--- config.mk ---
export PLATFORM = sky130hd
export DESIGN_NAME = decoder_scoreboard
export DESIGN_NICKNAME = d
export VERILOG_FILES = /design/src/rtl/decoder_scoreboard.sv
export SDC_FILE = /design/constraint.sdc
export NUM_CORES = 1
export LEC_CHECK = 0
export ABC_AREA = 1
export CORE_ASPECT_RATIO = 0.7
export CORE_MARGIN = 2
export CORE_UTILIZATION = 48
export CTS_CLUSTER_DIAMETER = 150
export DETAILED_ROUTE_END_ITERATION = 12
export PLACE_DENSITY = 0.75
export SLEW_MARGIN = 20
export SYNTH_ARGS = -nofsm -noshare
export SYNTH_HDL_FRONTEND = slang
export SYNTH_SLANG_ARGS = --single-unit
--- constraint.sdc ---
create_clock -name clk -period 2.45 [get_ports clk]
set_input_delay 0.49 -clock clk [delete_from_list [all_inputs] [get_ports clk]]
set_output_delay 0.49 -clock clk [all_outputs]
set_load 0.05 [all_outputs]
--- src/rtl/decoder_scoreboard.sv ---
// Register-file write-enable decoder and pending-write scoreboard.
// Flags RAW/WAW hazards against issued-but-uncommitted destinations; a commit in the same cycle clears its register first.

module dec1to2 (
  input  logic       en,
  input  logic       sel,
  output logic [1:0] y
);
  assign y[0] = en & ~sel;
  assign y[1] = en & sel;
endmodule

module decoder_scoreboard #(
  parameter int AW    = 4,
  parameter int NREAD = 2
) (
  input  logic                  clk,
  input  logic                  reset,
  input  logic                  issue_en,
  input  logic [AW-1:0]         issue_addr,
  input  logic [NREAD-1:0]      rd_en,
  input  logic [NREAD*AW-1:0]   rd_addr,
  input  logic                  commit_en,
  input  logic [AW-1:0]         commit_addr,
  output logic [(2**AW)-1:0]    wen,
  output logic [(2**AW)-1:0]    pending,
  output logic                  stall,
  output logic                  issue_ack,
  output logic                  err
);
  localparam int NREG = 2**AW;

  // Binary tree of 1-to-2 stages in heap order: node n feeds nodes 2n+1 and 2n+2,
  // so the leaves at NREG-1 .. 2*NREG-2 come out in address order.
  logic [2*NREG-2:0] tree;
  logic [NREG-1:0]   dec;

  assign tree[0] = commit_en;

  for (genvar n = 0; n < NREG-1; n++) begin : g_node
    localparam int LVL = $clog2(n+2) - 1;
    dec1to2 u_stage (
      .en  (tree[n]),
      .sel (commit_addr[AW-1-LVL]),
      .y   (tree[2*n+2:2*n+1])
    );
  end

  assign dec = tree[2*NREG-2:NREG-1];

  logic [NREG-1:0] eff;
  logic [NREG-1:0] pending_nxt;

  always_comb begin
    eff = pending;
    if (commit_en) eff[commit_addr] = 1'b0;
  end

  always_comb begin
    stall = issue_en & eff[issue_addr];
    for (int k = 0; k < NREAD; k++) begin
      if (rd_en[k] && eff[rd_addr[k*AW +: AW]]) stall = 1'b1;
    end
  end

  assign issue_ack = issue_en & ~stall;

  // Set is applied after the clear so an issue wins over a same-register commit.
  always_comb begin
    pending_nxt = eff;
    if (issue_ack) pending_nxt[issue_addr] = 1'b1;
  end

  always_ff @(posedge clk or negedge reset) begin
    if (!reset) begin
      wen     <= '0;
      pending <= '0;
      err     <= 1'b0;
    end else begin
      wen     <= dec;
      pending <= pending_nxt;
      err     <= err | (commit_en & ~pending[commit_addr]);
    end
  end
endmodule
==> run metrics <==
Yosys reg bits=33; antenna-violating nets left=0; Area after DPL=~0.0031 sq mm; largest net degree at the start of global routing=34; Adder-Cell Fraction of Synth Area=0%; reg2reg path depth=12; Chip Height=slightly below 60 microns; Peak VDD IR=0.458 mV; io pins=57; Slew headroom=between 60% and 70%; Netlist Area Pre-Place=0.00211 sq mm; # port buffers=56; CP Cell Sequence=buf_4 > buf_6 > nor2_4 > buf_12 > nand3_4 > a21oi_2 > nor2_1 > nor2_1 > nor2_1 > nand2_1 > nand2_4 > nor2_8 > clkinvlp_4 > nor2_4 > buf_12; outcome=complete, but fails checks; antenna diode count=0; Num CTS Buffers=5; Final WS setup=-209 ps; H-tree Lvls=2; first-pass GRT wire length=12700 microns; Reg-to-Reg End=pending[8]$_DFF_PN0_; Cells on Worst Hold Path=2; Slew @ Worst Pin=546 ps; Final Skew=12.8 ps; vias=2700; Worst-path clk slew=about 70 ps; largest family of logic cells by synthesized area=simple AND/OR/NAND/NOR gates; Final setup viols=2; Initial Util=between 40% and 50%; max-slew violation count=0; Worst-Skew Late Latency=290 ps; worst setup path start=commit_addr[0]; synth top area cells=dfrtp_1, nand3_1, nand2_1; P_leak=1.96 nW; cells after synthesis=294; post-synth top area share=39.1%; Synth Area in XOR/XNOR=0%; area of the core=0.00428 sq mm; cell area after layout=0.00371 sq mm; RR Startpoint=pending[11]$_DFF_PN0_; CTS tree=yes; Critical Path AT=between 2000 and 2500 ps; minimum clock period after layout=2660 ps; # rows=20; Avg Synthesized Cell Area=7.19 sq um; fin nets=452; Hold WS=542 ps; CTS Root Cell=clkbuf_8; Residual DRC=0; most used cell, CP=nor2_1; sequential fraction of the synthesis area=around 39%; Final GP Congestion=0.933; Netlist cell types=26; syn nets=roughly 320; share of cells above drive strength 1=between 30% and 40%; DRT iter0 DRCs=355; overall power=2.32 mW; Area Overhead vs Synth=75.7%; Final Cycle Share=109%; Tot GR Track Use=33.0%; die width=83.3 microns; DR WL/cell=17.3 microns; Req. time, crit path=1960 ps; vias in the first global route=2536; mux contribution to synthesized area=0%; Worst Setup Path Type=primary input to primary output; Fmax=0.376 GHz; Final Hold Fails=0; clock sink count=33; final WL=8410 microns; synth warn=0; startpoint types=primary input; CP Capture Type=primary output; Synth Area in Compound Gates=5.62%; Hold Path Origin=err$_DFF_PN0_; Crit-path slowest cell=a21oi_2; crit-path max FO=5; Hold Path End=err$_DFF_PN0_; MaxCap Viol Count=0; pwr dens=626 mW/mm^2; TritonRoute pass-1 iters=6; slowest stage delay, CP=around 180 ps; initial antenna violation count=0; post-synthesis simple-gate area fraction=about 46%; Vias/cell=5.56; worst hold-check path type=register to register; GRT overflow=0; hold-fix buffers at CTS=0; failing checks=negative setup slack; die area=0.00496 sq mm; Post-DP HPWL=~5300 microns; r2r setup slk=690 ps; Synth area leader=dfrtp_1; unrepaired setup endpoints after global routing=true; clk buf depth=2
-- cells in the final DEF, fill, tap and decap left out, drive strengths merged, types with 3 or more instances in the layout --
cell and n:
a21oi 4, clkdlybuf4s50 44, clkbuf 6, o21ai 3
nor2 37, a22oi 6, nand3 73, dfrtp 33
dlygate4sd2 3, inv 41, buf 84, nand2 84
-- timing repair --
action | in CTS | in global routing
resized for setup | 61 | 33
pin swaps | 31 | 24
setup buffers | 16 | 7
endpoints found under the setup margin | 2 | 2
cloned | 1 | 0
hold endpoints to repair | 0 | 0
-- worst max path at each step --
stage / endpoint / slack (ps)
2_1_floorplan: issue_ack / -140
3_3_place_gp: issue_ack / -610
3_5_place_dp: issue_ack / -650
4_1_cts: issue_ack / -170
5_1_grt: issue_ack / -300
6_report: issue_ack / -210
-- kinds of logic (layout without fill, tap and decap cells) --
logic type / after synthesis / count (layout)
AOI/OAI and AO/OA: 18 / 18
and+or+nand+nor: 195 / 195
buffers and inverters: 48 / 185
DFF: 33 / 33
-- stage by stage --
step	utilization (%)	instances	setup WS, ps	TNS, ps
5_1_grt	86.8	486	-298	-522
3_5_place_dp	73.6	454	-649	-5340
2_1_floorplan	-	294	-139	-139
4_1_cts	82.2	479	-170	-292
3_3_place_gp	73.6	454	-612	-4530
6_report	86.8	486	-209	-349
-- power by group --
group	internal [mW]	leakage (nW)	switching, mW	total, mW
Combinational	0.429	1.47	0.619	1.05
Clock	0.331	0.0574	0.212	0.543
Sequential	0.611	0.434	0.123	0.735
-- registers in the layout, summed over array words and instances, names as in the netlist --
| signal | count |
|---|---|
| pending | 16 |
| wen | 16 |
| err | 1 |
-- Yosys cell counts --
cell and instances:
a21boi_0 1, a21oi_1 4, a221oi_1 1, a22oi_1 6, buf_2 1, buf_4 1, buf_8 1, clkbuf_1 2
clkinv_1 1, dfrtp_1 33, inv_1 39, inv_2 3, nand2_1 74, nand2_2 10, nand3_1 60, nand3_2 13
nand4_1 1, nor2_1 28, nor2_2 4, nor2_4 4, nor2_8 1, o21a_1 1, o21ai_0 1, o21ai_1 2
o21bai_1 1, o31ai_1 1
-- routing by layer --
| metal | part of all wire [%] | global-route usage (%) | wire length (microns) |
|---|---|---|---|
| met5 | 0 | 0 | 0 |
| met4 | 3.0 | 10.8 | 252 |
| met1 | 39 | 44.6 | 3320 |
| met3 | 9.3 | 7.10 | 783 |
| met2 | 48 | 54.0 | 4060 |
-- critical path: cells and delay by family --
kind / cells / cell delay [ps]
and+or+nand+nor: 9 / 860
AOI/OAI and AO/OA: 1 / 180
buffers and inverters: 5 / 650
-- area by class of cell --
type | count | area, sq um
timing repair inverter | 1 | 3.75
clock inverter | 2 | 37.5
fill | 242 | 567
multi-input combinational | 213 | 1330
sequential | 33 | 826
tap | 55 | 68.8
inverter | 43 | 169
timing repair buffer | 133 | 1190
clock buffer | 6 | 82.6
Power figures use the tool's default switching activity.
